<file path="src/rtl/pipelined_reduce_gate_pkg.sv">
// Shared definitions for the pipelined reduction gate: mode encodings,
// legal parameter ranges and the tree-shape helpers used at elaboration.
package pipelined_reduce_gate_pkg;

    localparam logic [1:0] MODE_AND = 2'b00;
    localparam logic [1:0] MODE_OR  = 2'b01;
    localparam logic [1:0] MODE_XOR = 2'b10;
    localparam int         MODE_INV = 2;

    localparam int NUM_INPUTS_MIN = 2;
    localparam int NUM_INPUTS_MAX = 64;
    localparam int WIDTH_MIN      = 1;
    localparam int WIDTH_MAX      = 32;
    localparam int STAGES_MIN     = 1;
    localparam int STAGES_MAX     = 4;

    // ceil(log2(n)): number of pairwise combine levels needed for n operands
    function automatic int tree_depth(input int n);
        int d;
        int span;
        d = 0;
        span = 1;
        while (span < n) begin
            span = span * 2;
            d = d + 1;
        end
        return d;
    endfunction

    // Operands left after a number of levels; odd leftovers pass through
    function automatic int count_after(input int n, input int levels);
        int c;
        c = n;
        for (int i = 0; i < levels; i++) begin
            c = (c + 1) / 2;
        end
        return c;
    endfunction

    // Combine levels completed before stage k when levels are dealt out evenly
    function automatic int levels_before(input int depth, input int stages, input int k);
        int per;
        per = (depth + stages - 1) / stages;
        return (k * per < depth) ? k * per : depth;
    endfunction

endpackage

</file>
<file path="src/rtl/pipelined_reduce_gate_reduce_stage.sv">
// One pipeline slot: combines LEVELS tree levels of its partial operands and
// registers them with the transaction's mode behind a valid/ready handshake.
module pipelined_reduce_gate_reduce_stage
    import pipelined_reduce_gate_pkg::*;
#(
    parameter int TOTAL   = 6,
    parameter int WIDTH   = 1,
    parameter int N_IN    = 6,
    parameter int LEVELS  = 1,
    parameter bit IS_LAST = 1'b1
) (
    input  logic                     clk,
    input  logic                     rst,
    input  logic                     up_valid,
    output logic                     up_ready,
    input  logic [2:0]               up_mode,
    input  logic [TOTAL*WIDTH-1:0]   up_data,
    output logic                     dn_valid,
    input  logic                     dn_ready,
    output logic [2:0]               dn_mode,
    output logic [TOTAL*WIDTH-1:0]   dn_data
);

    localparam int N_OUT = count_after(N_IN, LEVELS);

    logic [WIDTH-1:0]       node [TOTAL];
    logic [TOTAL*WIDTH-1:0] data_nxt;
    logic                   vld_p0;
    logic [2:0]             mode_p0;
    logic [TOTAL*WIDTH-1:0] data_p0;

    function automatic logic [WIDTH-1:0] combine(input logic [1:0] op,
                                                 input logic [WIDTH-1:0] a,
                                                 input logic [WIDTH-1:0] b);
        case (op)
            MODE_AND: return a & b;
            MODE_OR:  return a | b;
            default:  return a ^ b;
        endcase
    endfunction

    // Pairs reduce in place (write index never overtakes read index); an
    // unpaired last node moves down unchanged so no identity padding is needed.
    always_comb begin
        int n;
        n = N_IN;
        for (int i = 0; i < TOTAL; i++) begin
            node[i] = up_data[i*WIDTH +: WIDTH];
        end
        for (int l = 0; l < LEVELS; l++) begin
            for (int j = 0; j < TOTAL / 2; j++) begin
                if (j < n / 2) begin
                    node[j] = combine(up_mode[1:0], node[2*j], node[2*j+1]);
                end
            end
            if (n % 2 == 1) begin
                node[n/2] = node[n-1];
            end
            n = (n + 1) / 2;
        end
        data_nxt = '0;
        for (int i = 0; i < N_OUT; i++) begin
            data_nxt[i*WIDTH +: WIDTH] = node[i];
        end
        if (IS_LAST) begin
            data_nxt[WIDTH-1:0] = (up_mode[1:0] == 2'b11) ? '0
                                : node[0] ^ {WIDTH{up_mode[MODE_INV]}};
        end
    end

    // An empty slot always accepts, so bubbles collapse under a stalled output
    assign up_ready = !vld_p0 || dn_ready;

    always_ff @(posedge clk or posedge rst) begin
        if (rst) begin
            vld_p0  <= 1'b0;
            mode_p0 <= '0;
            data_p0 <= '0;
        end else if (up_ready) begin
            vld_p0 <= up_valid;
            if (up_valid) begin
                mode_p0 <= up_mode;
                data_p0 <= data_nxt;
            end
        end
    end

    assign dn_valid = vld_p0;
    assign dn_mode  = mode_p0;
    assign dn_data  = data_p0;

endmodule

</file>
<file path="src/rtl/pipelined_reduce_gate.sv">
// Parametrised NUM_INPUTS x WIDTH bitwise AND/OR/XOR reduction with input
// bubbles and optional output inversion, spread over STAGES registered slots.
module pipelined_reduce_gate
    import pipelined_reduce_gate_pkg::*;
#(
    parameter int                    NUM_INPUTS  = 6,
    parameter int                    WIDTH       = 1,
    parameter logic [NUM_INPUTS-1:0] BubblesMask = '0,
    parameter int                    STAGES      = 1
) (
    input  logic                        Clock,
    input  logic                        Reset,
    input  logic [NUM_INPUTS*WIDTH-1:0] Inputs,
    input  logic [2:0]                  Mode,
    input  logic                        InValid,
    output logic                        InReady,
    output logic [WIDTH-1:0]            Result,
    output logic                        OutValid,
    input  logic                        OutReady
);

    localparam int BUS_W = NUM_INPUTS * WIDTH;
    localparam int DEPTH = tree_depth(NUM_INPUTS);

    if (NUM_INPUTS < NUM_INPUTS_MIN || NUM_INPUTS > NUM_INPUTS_MAX) begin : g_bad_num_inputs
        $error("pipelined_reduce_gate: NUM_INPUTS out of range");
    end
    if (WIDTH < WIDTH_MIN || WIDTH > WIDTH_MAX) begin : g_bad_width
        $error("pipelined_reduce_gate: WIDTH out of range");
    end
    if (STAGES < STAGES_MIN || STAGES > STAGES_MAX || STAGES > DEPTH + 1) begin : g_bad_stages
        $error("pipelined_reduce_gate: STAGES out of range");
    end

    // Index 0 is the block input; index k+1 is the output of stage k
    logic [STAGES:0]            vld_bus;
    logic [STAGES:0]            rdy_bus;
    logic [STAGES:0][2:0]       mode_bus;
    logic [STAGES:0][BUS_W-1:0] data_bus;
    logic                       unused_tail;

    for (genvar i = 0; i < NUM_INPUTS; i++) begin : g_bubble
        assign data_bus[0][i*WIDTH +: WIDTH] = Inputs[i*WIDTH +: WIDTH] ^ {WIDTH{BubblesMask[i]}};
    end

    assign vld_bus[0]       = InValid;
    assign mode_bus[0]      = Mode;
    assign rdy_bus[STAGES]  = OutReady;

    for (genvar k = 0; k < STAGES; k++) begin : g_stage
        localparam int LV_LO = levels_before(DEPTH, STAGES, k);
        localparam int LV_HI = levels_before(DEPTH, STAGES, k + 1);

        pipelined_reduce_gate_reduce_stage #(
            .TOTAL   (NUM_INPUTS),
            .WIDTH   (WIDTH),
            .N_IN    (count_after(NUM_INPUTS, LV_LO)),
            .LEVELS  (LV_HI - LV_LO),
            .IS_LAST (k == STAGES - 1)
        ) u_stage (
            .clk      (Clock),
            .rst      (Reset),
            .up_valid (vld_bus[k]),
            .up_ready (rdy_bus[k]),
            .up_mode  (mode_bus[k]),
            .up_data  (data_bus[k]),
            .dn_valid (vld_bus[k+1]),
            .dn_ready (rdy_bus[k+1]),
            .dn_mode  (mode_bus[k+1]),
            .dn_data  (data_bus[k+1])
        );
    end

    assign InReady  = !Reset && rdy_bus[0];
    assign OutValid = vld_bus[STAGES];
    assign Result   = data_bus[STAGES][WIDTH-1:0];

    // Final mode and the upper (always zero) slots of the last stage are not needed
    assign unused_tail = ^{mode_bus[STAGES], data_bus[STAGES][BUS_W-1:WIDTH]};

endmodule

</file>
<file path="config.mk">
export PLATFORM = sky130hd
export DESIGN_NAME = pipelined_reduce_gate
export DESIGN_NICKNAME = d
export VERILOG_FILES = /design/src/rtl/pipelined_reduce_gate_pkg.sv /design/src/rtl/pipelined_reduce_gate_reduce_stage.sv /design/src/rtl/pipelined_reduce_gate.sv
export SDC_FILE = /design/constraint.sdc
export NUM_CORES = 1
export LEC_CHECK = 0
export BUFFER_PORTS_ARGS = -buffer_cell sky130_fd_sc_hd__buf_2
export CORE_AREA = 8 8 45 47
export DETAILED_ROUTE_END_ITERATION = 8
export DIE_AREA = 0 0 53 55
export HOLD_SLACK_MARGIN = 0.06
export PLACE_DENSITY_LB_ADDON = 0.05
export SYNTH_ARGS = -nofsm -noshare
export SYNTH_HDL_FRONTEND = slang
export SYNTH_SLANG_ARGS = --single-unit
</file>
<file path="constraint.sdc">
create_clock -name Clock -period 1.2 [get_ports Clock]
set_input_delay 0 -clock Clock [delete_from_list [all_inputs] [get_ports Clock]]
set_output_delay 0 -clock Clock [all_outputs]
set_load 0.02 [all_outputs]
</file>
---- Word level (Yosys, flattened, before mapping) ----
Cells that the tools add are included.
operators by class
  bitwise logic cells ..................... 16
  equal/unequal tests ..................... 2
  reduce and logical (&&, ||, !) cells .... 6
  mux-type cells .......................... 6
operators by type and width
  kind                  number
  $pmux W1 S2           5
  $xor A1 B1 Y1         6
  $and A1 B1 Y1         5
  $or A1 B1 Y1          5
  $eq A2 B1 Y1 const B  1
  $eq A2 B2 Y1 const B  1
  $logic_not A1 Y1      2
  $logic_not A2 Y1      1
  $reduce_and A2 Y1     1
  $logic_and A1 B1 Y1   1
  $logic_or A1 B1 Y1    1
  $mux W1               1
storage, ports and cells
  register bits ........................... 2
  input bits .............................. 13
  word-level logic and storage cells ...... 32
  output and inout bits ................... 3

---- Depth between registers and ports, before layout ----
Gate-level depths: netlist of run 1.
  word-level depth ........................ 8
  mapped depth ............................ 16
  mapped depth without buffers ............ 16

---- Hierarchy ----
A second synthesis of run 1 with hierarchy kept.
second synthesis, totals
  cells, all modules ...................... 64
  area total of the unflattened synthesis .. 564.3 um^2
by module, submodules not included
  module                              cells an instance  seq. area each (um^2)  instances  area each (um^2)
  pipelined_reduce_gate_reduce_stage  63                 125.1                  1          550.5
  pipelined_reduce_gate               1                  0.0                    1          13.8

---- Least setup slack after synthesis of run 1 ----
No wires, ideal clock.
  path type ............................... input-to-reg
  from .................................... in Inputs[0]
  to ...................................... reg g_stage[0].u_stage.data_p0[0]
  library setup time ...................... 0.121 ns
  path buffers ............................ 0
  arrival time ............................ 1.891 ns
  required time ........................... 1.079 ns
  path slack .............................. -0.812 ns
  cell stages on the path ................. 16
  cell sequence ........................... inv_1 -> ha_1 -> nand2_1 -> o21ai_0 -> o21ai_0 -> inv_1 -> ha_1 -> inv_1 -> mux2i_1 -> o21ai_0 -> inv_1 -> ha_1 -> and2_4 -> o31ai_2 -> xor2_1 -> a22o_1
between the ends
  cells in the longest elaborated chain, start to end .. 8
  elaborated cells on any way between the ends .. 14
  classes of those cells .................. 4 x mux; 10 x bitwise
ends and longest elaborated chain
  what                                         RTL line                                  source
  from (decl)                                  pipelined_reduce_gate.sv:13               input logic [NUM_INPUTS*WIDTH-1:0] Inputs,
  $xor A1 B1 Y1, or another cell as far along  pipelined_reduce_gate_reduce_stage.sv:38  default: return a ^ b;
  $pmux W1 S2 (*)                              pipelined_reduce_gate_reduce_stage.sv:35  case (op)
  $xor A1 B1 Y1, or another cell as far along  pipelined_reduce_gate_reduce_stage.sv:38
  $pmux W1 S2 (*)                              pipelined_reduce_gate_reduce_stage.sv:35
  $xor A1 B1 Y1, or another cell as far along  pipelined_reduce_gate_reduce_stage.sv:38
  $pmux W1 S2 (*)                              pipelined_reduce_gate_reduce_stage.sv:35
  $xor A1 B1 Y1 (*)                            pipelined_reduce_gate_reduce_stage.sv:67  : node[0] ^ {WIDTH{up_mode[MODE_INV]}};
  $mux W1 (*)                                  pipelined_reduce_gate_reduce_stage.sv:66  data_nxt[WIDTH-1:0] = (up_mode[1:0] == 2'b11) ? '0
  to (signal assigned)                         pipelined_reduce_gate_reduce_stage.sv:83  data_p0 <= data_nxt;
  to (decl)                                    pipelined_reduce_gate_reduce_stage.sv:30  logic [TOTAL*WIDTH-1:0] data_p0;
Every way passes the cells marked *; elsewhere a longest branch is shown, timed or not.
A chain may end at the register's enable or synchronous reset.

---- Worst setup path after layout of run 1 ----
  from .................................... in Inputs[3]
  to ...................................... reg g_stage[0].u_stage.data_p0[0]
Same word-level chain as after synthesis.

==> run summary, run 1 <==
Worst-case reg-to-reg path depth: 3. The insertion delay to the later sink of the worst-skew pair was 0.22 ns; the maximum resistive drop on vdd was 0.0002413 V. The largest net degree at the start of global routing came out at 7. The final-layout worst hold slack came out at 0.08837 ns. TritonCTS built the clock tree.

The tools report the standard-cell row count as 14. Setup repair after global routing could not meet its margin everywhere. The netlist uses 17 different library cells. The run gives 1 as the count of H-tree levels built during CTS. The final reports fail on setup timing.

After synthesis, the cell types taking the most area are sky130_fd_sc_hd__ha_1 (32%), sky130_fd_sc_hd__dfrtp_1 (13%), sky130_fd_sc_hd__inv_1 (13%), sky130_fd_sc_hd__nand2_1 (7.7%), sky130_fd_sc_hd__o21ai_0 (6.4%). The fraction of layout instances using a drive strength above 1 works out to 0.4795. The post-synthesis cell count is 52. For this design the static power due to leakage is 0.3391 nW. The tools report the initial antenna violation count as 0. The first routing iteration left 4 violations. The run gives -0.4931 ns as the worst setup slack after layout.

In this run the cell area of the synthesized design comes to 389.1 µm². The run gives 1 as the final setup violation count. For this run the aggregate overflow at the end of global routing stands at 0.

The number of storage elements in the synthesis netlist is 2. The area of the core was 1384 µm². Walking the worst path, the cells encountered are buf_12, inv_12, ha_4, inv_2, mux2i_1, o21ai_1, inv_1, ha_2, inv_2, mux2i_1, o21ai_1, inv_1, ha_2, and2_4, o31ai_4, xor2_1, a22o_1. On the worst path, the slowest cell contributes a delay of 0.18 ns. The number of placed instances, taps included, is 84.

The number of global-route vias before repair was 365; the arrival time of data at the critical path endpoint was 1.80 ns. The min-delay analysis places its worst path in the category in2reg. Excluding fillers, the count of instances in the completed layout stands at 89. After layout, the design draws a total of 0.4614 mW. The tools report the buffer cell driving the clock tree root as sky130_fd_sc_hd__clkbuf_4.

Summed over all instances, the cell type with the most area after synthesis is sky130_fd_sc_hd__ha_1. The count of input and output buffers came out at 15. STA classifies the critical path endpoint as a flop.

For the maximum operating frequency, the log shows 590.6 MHz. The number of nets handed over by synthesis was 75. The worst slew margin relative to its limit was 0.8627; the count of endpoints failing hold in the final timing report was 0. Max-cap violations in this run came to 0. The layout-stage area growth over the synthesis result is 65.59%. The worst-case clock skew came out at 0.0007886 ns. STA classifies the critical path startpoint as a primary input. Measured along the y axis, the die boundary spans 55 µm. For the pin with the worst max-slew slack, the measured transition is 0.2052 ns. The wire-length estimate of the detail-placed layout is 684.7 µm. Clock tree synthesis found a total of 2 sinks. The number of clock buffers added by TritonCTS is 3. The required time at the endpoint of the critical path was 1.31 ns. Once placement finished, the instance area stood at 554.3 µm². The run gives 0.1286 as the post-synthesis sequential area ratio. The initial core utilization is 0.2812. The number of warnings printed during yosys synthesis was 0; the number of nets in the layout was 98. The routed via count divided by cell count is 4.011. The mean cell area of the mapped netlist was 7.483 µm²; the hold path depth was 3. For this run, the detailed router's first-pass iteration total came to 4. After routing, the total negative slack on setup checks comes to -0.4931 ns. The power per unit of standard cell area works out to 716.1 nW/µm². The number of buffers on the longest clock path is 2. The run finished, with violations left. After routing the design area is 644.4 µm². The congestion estimate from routability-driven global placement came to 0.6516. Of all nets on the critical path, the largest fanout is 2. Startpoint-to-endpoint class of the critical path: in2reg.

The tools report the final routed DRC violation total as 0. The detail route stage leaves a number of antenna-violating nets equal to 0. The floorplan step defined a die boundary enclosing 2915 µm². The die extent in x is 53 µm.

The first global-routing pass estimated 1462 µm of wire. Portion of the clock cycle consumed by the worst path in the final layout: 1.411. The routed wirelength normalized by instance count works out to 9.034 µm.

The run gives 357 as the count of vias placed by the detailed router. The clock edge transition at the registers on the reported setup and hold paths is 0.03 ns. The number of max-slew violations in the final report was 0. 16 I/O pins were placed. The share of the synthesized area in the top cell type works out to 0.3215.

The cell at the slowest stage of the critical path was sky130_fd_sc_hd__ha_2. Wires add up to 804 µm. The all-layer global routing usage is 0.06550.

0 antenna diodes ended up in the layout. The time the worst path needs with I/O delays and setup was 1.693 ns.
-- synthesized netlist by cell type --
cell and number:
sky130_fd_sc_hd__inv_1 13, sky130_fd_sc_hd__ha_1 10, sky130_fd_sc_hd__nand2_1 8, sky130_fd_sc_hd__o21ai_0 5
sky130_fd_sc_hd__dfrtp_1 2, sky130_fd_sc_hd__mux2i_1 2, sky130_fd_sc_hd__nand2b_1 2, sky130_fd_sc_hd__a21oi_1 1
sky130_fd_sc_hd__a22o_1 1, sky130_fd_sc_hd__and2_1 1, sky130_fd_sc_hd__and2_4 1, sky130_fd_sc_hd__buf_2 1
sky130_fd_sc_hd__buf_6 1, sky130_fd_sc_hd__nor2_1 1, sky130_fd_sc_hd__o21a_1 1, sky130_fd_sc_hd__o31ai_2 1
sky130_fd_sc_hd__xor2_1 1
-- logic make-up after synthesis --
family	count (synthesis)	synth area share
AO/OA/AOI/OAI	9	0.1511
buffers and inverters	15	0.1672
AND/OR/NAND/NOR	13	0.1576
flip-flops	2	0.1286
XOR/XNOR	1	0.02251
adder cells (fa/ha/maj)	10	0.3215
multiplexers	2	0.05145
-- worst max-delay path, delay by kind of cell --
kind / cells / cell delay [ns]
muxes: 2 / 0.11
and+or+nand+nor: 1 / 0.13
AOI/OAI and AO/OA: 4 / 0.66
xor gates and xnor gates: 1 / 0.10
buffers and inverters: 6 / 0.31
adders and majority gates: 3 / 0.48
-- area by class of cell --
| type | instances | area (µm²) |
|---|---|---|
| Fill cell | 142 | 739.5 |
| Multi-Input combinational cell | 35 | 319.1 |
| Tap cell | 16 | 20.02 |
| Timing Repair Buffer | 20 | 158.9 |
| Inverter | 13 | 73.82 |
| Sequential cell | 2 | 50.05 |
| Clock buffer | 3 | 22.52 |
-- placed cells by master (no fill, tap or decap) --
cell type and instances:
sky130_fd_sc_hd__buf_2 11, sky130_fd_sc_hd__nand2_1 7, sky130_fd_sc_hd__inv_1 7, sky130_fd_sc_hd__ha_1 6, sky130_fd_sc_hd__o21ai_1 3, sky130_fd_sc_hd__clkbuf_4 3
sky130_fd_sc_hd__buf_4 3, sky130_fd_sc_hd__nand2b_1 2, sky130_fd_sc_hd__inv_2 2, sky130_fd_sc_hd__mux2i_1 2, sky130_fd_sc_hd__inv_6 2, sky130_fd_sc_hd__ha_4 2
sky130_fd_sc_hd__ha_2 2, sky130_fd_sc_hd__dfrtp_1 2, sky130_fd_sc_hd__dlygate4sd3_1 2, sky130_fd_sc_hd__buf_8 2, sky130_fd_sc_hd__a21oi_1 1, sky130_fd_sc_hd__nor2_1 1
sky130_fd_sc_hd__and2_4 1, sky130_fd_sc_hd__nand2_2 1, sky130_fd_sc_hd__o31ai_4 1, sky130_fd_sc_hd__xor2_1 1, sky130_fd_sc_hd__a22o_1 1, sky130_fd_sc_hd__inv_12 1
sky130_fd_sc_hd__inv_4 1, sky130_fd_sc_hd__o21ai_2 1, sky130_fd_sc_hd__o21ai_0 1, sky130_fd_sc_hd__o21a_1 1, sky130_fd_sc_hd__and2_1 1, sky130_fd_sc_hd__buf_6 1
sky130_fd_sc_hd__buf_12 1
-- flip-flops by register name, indices dropped and copies added, names as in the netlist --
| name | flops |
|---|---|
| g_stage.u_stage.dn_data | 1 |
| g_stage.u_stage.dn_valid | 1 |
-- metrics by stage --
step	util	setup slack, ns
detailed placement	0.4005	-0.9299
global route	0.4656	-0.6646
finish	0.4656	-0.4931
floorplan	-	-0.6122
global placement	0.4005	-0.9288
CTS	0.4566	-0.5238
-- metal layers --
metal / GRT usage / wire length (µm)
met1: 0.08030 / 384
met2: 0.09766 / 346
met3: 0.01337 / 72
met4: 0.05172 / 0
met5: 0 / 0
-- report_power, final --
| part | switching (mW) | leakage (nW) | internal [mW] |
|---|---|---|---|
| clock network | 0.0348 | 0.0138 | 0.110 |
| registers | 0.00455 | 0.0234 | 0.0778 |
| logic | 0.115 | 0.302 | 0.119 |
-- timing repair --
action / 4_1_cts / 5_1_grt
pin swaps: 6 / 1
endpoints found under the setup margin: 1 / 1
hold endpoints to repair: 3 / 0
hold buffers: 2 / 0
resized for setup: 11 / 4
setup buffers: 0 / 0
-- worst paths after layout --
kind | start | to | slack (ns)
max | Inputs[3] | g_stage[0].u_stage.dn_data[0] | -0.49
max reg2reg | g_stage[0].u_stage.dn_valid | g_stage[0].u_stage.dn_data[0] | 0.31
min reg2reg | g_stage[0].u_stage.dn_data[0] | g_stage[0].u_stage.dn_data[0] | 0.49
min | OutReady | g_stage[0].u_stage.dn_valid | 0.09
max in group asynchronous | Reset | g_stage[0].u_stage.dn_valid | 0.89
min in group asynchronous | Reset | g_stage[0].u_stage.dn_data[0] | 0.19
Note: power is estimated with default switching activity, not from simulation.
==> inputs of run 2 (changes only) <==
Settings changed: ABC_AREA from default to 1, ABC_CLOCK_PERIOD_IN_PS from default to 1200.
==> run 2 against run 1 <==
The run still ends with setup timing left; clock power down 3%; combinational power up 24%; count of clock-buffer cells in the layout unchanged; sequential share of layout area down 0.81 points; first-iteration DRC count down 50%; worst setup slack better by 0.12 ns; cell count up 18%.
==> run summary, run 2 <==
The time the worst path needs with I/O delays and setup came out at 1.572 ns (-0.1212 ns). Traced cell by cell, the critical path runs through buf_8, inv_4, ha_4, nor2_1, a21oi_1, nand2_1, inv_2, ha_4, nor2_4, a21oi_2, nand2_2, inv_2, ha_4, inv_2, nand2_2, nand3_2, nand2_2, nand3_2, nand2_1. The checks that failed: setup timing. The cell at the slowest stage of the critical path was sky130_fd_sc_hd__ha_4. The area of the core is 1384 µm² (unchanged), and the number of buffers on the longest clock path is 2 (unchanged). The parity-gate share of the synthesized area counting xor and xnor cells was 0 (-0.02251). After synthesis, the largest family of logic cells by area is adder cells. The multi-input logic area was 350.3 µm² (+9.8%); the number of antenna repair diodes was 0 (unchanged).

The fraction of layout instances using a drive strength above 1 works out to 0.5955 (+0.1161). The number of max-slew violations in the final report was 0 (unchanged). Cell taking the most area after synthesis: sky130_fd_sc_hd__ha_1. The insertion delay to the later sink of the worst-skew pair is 0.22 ns (about the same). The final routed DRC violation total was 0 (unchanged); the detailed router's first-iteration violation count was 2 (-2).

The number of nets in the layout is 114 (+16%), and the HPWL after detailed placement is 775.6 µm (+13%). After synthesis, the cell types taking the most area are sky130_fd_sc_hd__ha_1 (31%), sky130_fd_sc_hd__dfrtp_1 (12%), sky130_fd_sc_hd__inv_1 (12%), sky130_fd_sc_hd__nand2_1 (12%), sky130_fd_sc_hd__inv_2 (6.5%). The residual antenna-violating net count after detailed routing came out at 0 (unchanged). The logs give 6 (-1) for the largest net degree at the start of global routing and 1883 µm (+29%) for the wire length of the first global-routing pass.

For the arrival time of data at the critical path endpoint, the log shows 1.68 ns (-0.12 ns). Counting instances in the post-synthesis netlist gives the leading cell types as sky130_fd_sc_hd__inv_1 (13), sky130_fd_sc_hd__nand2_1 (13), sky130_fd_sc_hd__ha_1 (10), sky130_fd_sc_hd__inv_2 (7), sky130_fd_sc_hd__a21oi_1 (5). The logs give 0 (unchanged) for the leftover overflow at the end of global routing and 0.563 (+0.055) for the power share of the combinational group.

TritonCTS built the clock tree. The area fraction in compound gates after synthesis is 0.1028 (-0.04832), and the count of endpoints failing hold in the final timing report is 0 (unchanged). The all-layer global routing usage was 0.08133 (+0.01583); the mean cell area of the mapped netlist was 6.478 µm² (-13%).

The met1 track demand over resource in global routing was 0.09697 (+0.01667); the number of maximum-capacitance constraint violations was 0 (unchanged). The post-synthesis cell type count was 14 (-3). The tools report the detailed-route wire length as 918 µm (+14%). Buffer cell driving the clock tree root: sky130_fd_sc_hd__clkbuf_4.

The worst-case clock skew was 0.0002511 ns (-0.0005375 ns). The mux cell area share after synthesis is 0 (-0.05145), and the switching power is 0.1887 mW (+22%). For the number of global-route vias before repair, the log shows 492 (+35%). The share of the synthesized area in the top cell type was 0.3115 (-0.01002). The tools report the summed instance area of the synthesized netlist as 401.6 µm² (+3.2%). The routed wirelength normalized by instance count was 8.743 µm (-3.2%). For the storage element area, the log shows 50.05 µm² (unchanged). The tools report the required time at the endpoint of the critical path as 1.30 ns (about the same). The internal power component was 0.3266 mW (+6.4%); the cell area after placement was 619.3 µm² (+12%). The leading cell type in the layout, fill and taps excluded was sky130_fd_sc_hd__buf_2.

From synthesis to final layout, the design area changed by 79.13%. The post-synthesis simple-gate area fraction was 0.2741 (+0.1166). For the number of warnings printed during yosys synthesis, the log shows 0 (unchanged).

The library cells used most frequently in the layout, excluding fill and tap cells, are sky130_fd_sc_hd__buf_2 (11), sky130_fd_sc_hd__nand2_1 (10), sky130_fd_sc_hd__inv_1 (8), sky130_fd_sc_hd__inv_2 (8), sky130_fd_sc_hd__buf_4 (7). Setup repair after global routing could not meet its margin everywhere. The standard-cell row count is 14 (unchanged), and the count of vias placed by the detailed router is 445 (+25%). The tools report the buffer count from post-CTS setup fixing as 0 (unchanged).

For the synthesized net count, the log shows 85 (+13%). The net switching fraction of the power was 0.3662 (+0.03142). The tools report the met2 global-route usage as 0.1289 (+0.03125).

TritonCTS buffer count: 3 (unchanged). The count of input and output buffers works out to 15 (unchanged). The static leakage came out at 0.3936 nW (+16%). Worst setup slack after layout: -0.3719 ns (+0.1212 ns). met2 is the most crowded layer.

The logs give 0.1246 (-0.004007) for the post-synthesis sequential area ratio and 0.6671 (+2.4%) for the weighted congestion reported at the end of routability-driven placement. The maximum operating frequency came out at 636.2 MHz (+7.7%). The tools report the maximum resistive drop on vdd as 0.0002758 V (+14%). The leading register cell type out of synthesis was sky130_fd_sc_hd__dfrtp_1. The type of the most critical hold path was in2reg. The startpoint-to-endpoint class of the critical path was in2reg. STA classifies the critical path endpoint as a flop.

The largest fanout on the critical path was 2 (unchanged); the post-synthesis cell count was 62 (+19%). The initial antenna violation count was 0 (unchanged). The die extent in x came out at 53 µm (unchanged). The portion of the clock cycle consumed by the worst path in the final layout was 1.310 (-0.1010); the clock sink count was 2 (unchanged).

For the number of placed I/O pins, the log shows 16 (unchanged). Area of the die: 2915 µm² (unchanged). The final design area excluding fillers is 719.4 µm² (+12%), and the sequential group share of total power is 0.164 (-0.014).

The count of H-tree levels built during CTS is 1 (unchanged), and the clock edge transition at the registers on the reported setup and hold paths is 0.03 ns (about the same). Stage delay of the slowest cell on the critical path: 0.26 ns (+0.08 ns). The run gives 0.8575 (-0.005185) as the worst slew margin relative to its limit. The number of buffer and inverter stages on the critical path works out to 5 (-1). The kind of cell with the highest combined delay along the critical path is adder cells.

For the clock share of power, the log shows 0.273 (-0.041). Final setup violation count: 1 (unchanged). The sum of negative setup slack came out at -0.3719 ns (+0.1212 ns). The number of synthesized flops with an enable pin works out to 0 (unchanged).

STA classifies the critical path startpoint as a primary input. The async set or reset register ratio after synthesis is 1.000 (unchanged). The length of the first detailed-routing pass in iterations was 2 (-2); the chip height was 55 µm (unchanged). The power per unit of standard cell area is 716.1 nW/µm² (about the same). The routed via count divided by cell count is 4.238 (+5.7%), and the number of storage elements in the synthesis netlist is 2 (unchanged). The initial core utilization is 0.2902 (+0.009042). The flow ran to the end, but the final reports show violations. The count of filler cells inserted in the layout came out at 147 (+3.5%).

The tools report the met3 track demand over resource in global routing as 0.02674 (+0.01337). Share of synthesized cell area in full adder, half adder and majority cells: 0.3115 (-0.01002). The transition at the pin with the smallest max-transition slack came out at 0.2137 ns (+0.008507 ns).
[run 2: cell types whose count changed after synthesis, sizes merged, moves of 2 or more]
cell,before,now
inv,13,20
nand2,8,15
a21oi,1,5
o21ai,5,1
nand3,0,3
nor2,1,4
and2,2,0
buf,2,0
mux2i,2,0
nand2b,2,0
[run 2: metal layers]
layer / vias to the layer above / wire length [µm]
met5: - / 0
met4: 0 / 0
met2: 9 / 439
met3: 0 / 67
li1: 241 / -
met1: 195 / 411
[run 2: final cells by class]
| class | count | share of cell area |
|---|---|---|
| Clock buffer | 3 | 0.03130 |
| Timing Repair Buffer | 24 | 0.2557 |
| Inverter | 20 | 0.1287 |
| Multi-Input combinational cell | 40 | 0.4870 |
| Tap cell | 16 | 0.02783 |
| Sequential cell | 2 | 0.06957 |
[run 2: kinds of logic after synthesis]
group / count (synthesis)
simple gates: 23
fa+ha+maj: 10
compound gates: 7
flops: 2
buf+inv: 20
[run 2: worst min-delay path: stages]
cell and delay, ns:
sky130_fd_sc_hd__buf_2 0.08, sky130_fd_sc_hd__inv_2 0.03, sky130_fd_sc_hd__nand2_1 0.08, sky130_fd_sc_hd__nand2_1 0.05
[run 2: power by group through the flow]
stage	combinational, mW	clock, mW	sequential [mW]
CTS	0.272	0.146	0.0847
detailed placement	0.252	0	0.0853
global route	0.334	0.153	0.0864
finish	0.290	0.140	0.0846
floorplan	0.148	0	0.0986
global placement	0.252	0	0.0850
[run 2: path summary, 6_finish.rpt]
check | from | endpoint | slack, ns | cells after the start
max | Inputs[1] | g_stage[0].u_stage.dn_data[0] | -0.37 | 19
min | OutReady | g_stage[0].u_stage.dn_valid | 0.07 | 4
max reg2reg | g_stage[0].u_stage.dn_valid | g_stage[0].u_stage.dn_data[0] | 0.27 | 5
min reg2reg | g_stage[0].u_stage.dn_data[0] | g_stage[0].u_stage.dn_data[0] | 0.47 | 2
max in group asynchronous | Reset | g_stage[0].u_stage.dn_valid | 0.90 | 3
min in group asynchronous | Reset | g_stage[0].u_stage.dn_data[0] | 0.19 | 3
[run 2: what timing repair did]
item                                   CTS  global route
setup endpoints to repair                1             1
pin swaps                                9             9
cloned                                   0             0
gates resized for setup                 10             6
endpoints found under the hold margin    3             0
hold buffers                             2             0
[run 2: metrics by stage]
step | hold slack (ns) | setup slack (ns) | utilization | total power, mW | cells
after floorplan | -0.2588 | -0.4099 | - | 0.2468 | 62
after global placement | -0.1388 | -0.6851 | 0.4476 | 0.3367 | 100
after detailed placement | -0.1387 | -0.6654 | 0.4476 | 0.3371 | 100
after CTS | 0.07514 | -0.3859 | 0.5045 | 0.5026 | 105
after global routing | 0.1072 | -0.4934 | 0.5199 | 0.5740 | 105
final | 0.07103 | -0.3719 | 0.5199 | 0.5152 | 105
==> inputs of run 3 (changes only) <==
Settings changed: RECOVER_POWER from default to 25.
==> run 3 against run 2 <==
The run still ends with setup timing left; fmax unchanged; total power about the same; clock skew did not move; utilization fell by 0.091 points; worst setup slack did not move; count of clock-buffer cells in the layout stayed put; global-route usage is the same; cell area is 0.17% lower; highest routed layer unchanged.
==> run summary, run 3 (synthesis gave the netlist of run 2 again) <==
The run finished, with violations left. The final reports fail on setup timing. The run gives 1.68 ns (about the same) as the arrival time of data at the critical path endpoint. CTS placed an instance of sky130_fd_sc_hd__clkbuf_4 at the clock tree root. Tracing the worst setup path back leads to its startpoint at Inputs[1]. The run gives 492 (unchanged) as the number of global-route vias before repair. Walking the worst path, the cells encountered are buf_8, inv_4, ha_4, nor2_1, a21oi_1, nand2_1, inv_2, ha_4, nor2_4, a21oi_2, nand2_2, inv_2, ha_4, inv_2, nand2_2, nand3_2, nand2_2, nand3_2, nand2_1. The number of max-slew violations in the final report is 0 (unchanged), and the number of buffer and inverter stages on the critical path is 5 (unchanged). Largest net degree at the start of global routing: 6 (unchanged).

Fraction of layout instances using a drive strength above 1: 0.5843 (-0.01124). Number of placed I/O pins: 16 (unchanged). For the length of the first detailed-routing pass in iterations, the log shows 2 (unchanged).

TritonCTS built the clock tree. Clock sink count: 2 (unchanged). In the layout the commonest cells are sky130_fd_sc_hd__nand2_1 (10), sky130_fd_sc_hd__buf_2 (10), sky130_fd_sc_hd__inv_1 (8), sky130_fd_sc_hd__inv_2 (8), sky130_fd_sc_hd__buf_4 (7). The run gives 0.0002511 ns (unchanged) as the worst-case clock skew.

For the count of vias placed by the detailed router, the log shows 445 (unchanged). The sequential group share of total power was 0.164 (about the same). The final-layout worst hold slack is 0.07104 ns (+0.00001180 ns), and the power per unit of standard cell area is 716.8 nW/µm² (about the same).

For the weighted congestion reported at the end of routability-driven placement, the log shows 0.6671 (unchanged). The TritonCTS buffer count was 3 (unchanged); the insertion delay to the later sink of the worst-skew pair was 0.22 ns (about the same). The tools report the maximum operating frequency as 636.2 MHz (unchanged).

The routed via count divided by cell count was 4.238 (unchanged). The tools report the final design area excluding fillers as 718.2 µm² (-0.17%). The net switching fraction of the power is 0.3666 (+0.0003908), and the chip height is 55 µm (unchanged). Setup repair after global routing could not meet its margin everywhere. The tools report the storage element area as 50.05 µm² (unchanged). The initial core utilization was 0.2902 (unchanged). Critical path launch point type: a primary input.

The count of endpoints failing hold in the final timing report is 0 (unchanged), and the standard-cell row count is 14 (unchanged). The count of H-tree levels built during CTS is 1 (unchanged), and the layout-stage area growth over the synthesis result is 78.82%. The number of nets in the layout is 114 (unchanged). The clock edge transition at the registers on the reported setup and hold paths is 0.03 ns (about the same). The residual antenna-violating net count after detailed routing is 0 (unchanged), and the largest fanout on the critical path is 2 (unchanged).

The switching power came out at 0.1887 mW (about the same). The time the worst path needs with I/O delays and setup was 1.572 ns (unchanged); the number of buffers on the longest clock path was 2 (unchanged). The count of input and output buffers is 15 (unchanged). For the worst slew margin relative to its limit, the log shows 0.8575 (unchanged). The final routed DRC violation total was 0 (unchanged); the area of the die was 2915 µm² (unchanged). The initial antenna violation count came out at 0 (unchanged). The type of the most critical hold path is in2reg.

Category of the worst setup path capture point: a flop. The portion of the clock cycle consumed by the worst path in the final layout was 1.310 (unchanged); the internal power component was 0.3261 mW (-0.14%). In this run the critical register-to-register path is launched from g_stage[0].u_stage.dn_valid.

The stage delay of the slowest cell on the critical path is 0.26 ns (about the same). The startpoint of the tightest hold check path was OutReady. Final setup violation count: 1 (unchanged). Dominant delay contributor by cell family on the critical path: adder cells.

The transition at the pin with the smallest max-transition slack was 0.2137 ns (unchanged); the power share of the combinational group was 0.563 (about the same). Maximum resistive drop on vdd: 0.0002758 V (about the same). For the area of the core, the log shows 1384 µm² (unchanged).

For the cell area after placement, the log shows 619.3 µm² (unchanged). The number of maximum-capacitance constraint violations is 0 (unchanged), and the post-route core utilization is 0.5190 (-0.0009050). For the all-layer global routing usage, the log shows 0.08133 (unchanged). Count of filler cells inserted in the layout: 148 (+0.68%).

The tools report the wire length of the first global-routing pass as 1883 µm (unchanged). The clock share of power came out at 0.273 (about the same). The multi-input logic area is 350.3 µm² (unchanged).

The setup path with the least slack is of type in2reg. The leftover overflow at the end of global routing is 0 (unchanged), and the static leakage is 0.3909 nW (-0.70%). The detailed router's first-iteration violation count was 2 (unchanged); the die extent in x was 53 µm (unchanged).

The tools report the required time at the endpoint of the critical path as 1.30 ns (about the same). Among all stages on the critical path, the largest delay is contributed by sky130_fd_sc_hd__ha_4. The number of antenna repair diodes was 0 (unchanged). The detailed-route wire length came out at 918 µm (unchanged).

The worst setup slack after layout was -0.3719 ns (unchanged). The routed wirelength normalized by instance count was 8.743 µm (unchanged). The run gives 775.6 µm (unchanged) as the HPWL after detailed placement.
## run 3: area by class of cell
type                            instances  area share
Inverter                               20      0.1289
Multi-Input combinational cell         40      0.4878
Timing Repair Buffer                   24      0.2544
Tap cell                               16     0.02787
Sequential cell                         2     0.06969
Clock buffer                            3     0.03136
## run 3: worst reg2reg max path, cell delays in order (launching register included)
cell and delay [ns]:
sky130_fd_sc_hd__dfrtp_1 0.37, sky130_fd_sc_hd__nand2_1 0.10, sky130_fd_sc_hd__nand2_1 0.09, sky130_fd_sc_hd__a21oi_1 0.15, sky130_fd_sc_hd__nand3_2 0.08, sky130_fd_sc_hd__nand2_1 0.06
## run 3: path summary, 6_finish.rpt
check                           slack, ns  cells after the start                            end
worst max-delay path                -0.37                     19  g_stage[0].u_stage.dn_data[0]
worst min-delay path                 0.07                      4    g_stage[0].u_stage.dn_valid
worst max register to register       0.27                      5  g_stage[0].u_stage.dn_data[0]
worst min register to register       0.47                      2  g_stage[0].u_stage.dn_data[0]
max in group asynchronous            0.92                      3    g_stage[0].u_stage.dn_valid
min in group asynchronous            0.18                      3  g_stage[0].u_stage.dn_data[0]
## run 3: repair_timing
action	CTS	global route
hold buffers	2	0
gates resized for setup	10	6
setup endpoints to repair	1	1
endpoints found under the hold margin	3	0
setup buffers	0	0
pin swaps	9	9
## run 3: through the flow
stage	worst slack, ns	instances	setup TNS (ns)	total power, mW
floorplan	-0.4099	62	-0.4099	0.2468
finish	-0.3719	105	-0.3719	0.5148
global route	-0.4934	105	-0.4934	0.5735
global placement	-0.6851	100	-0.6851	0.3367
detailed placement	-0.6654	100	-0.6654	0.3371
CTS	-0.3859	105	-0.3859	0.5026
## run 3: power groups by stage
| stage | clock network, mW | registers, mW | logic, mW |
|---|---|---|---|
| floorplan | 0 | 0.0986 | 0.148 |
| global placement | 0 | 0.0850 | 0.252 |
| detailed placement | 0 | 0.0853 | 0.252 |
| CTS | 0.146 | 0.0847 | 0.272 |
| global route | 0.153 | 0.0864 | 0.334 |
| finish | 0.140 | 0.0846 | 0.290 |
## run 3: routing by layer
layer  part of all wire  up-vias  GRT usage
met2               0.48        9     0.1289
met4                  0        0    0.03879
met3              0.073        0    0.02674
met5                  0        -          0
met1               0.45      195    0.09697
li1                   -      241          -
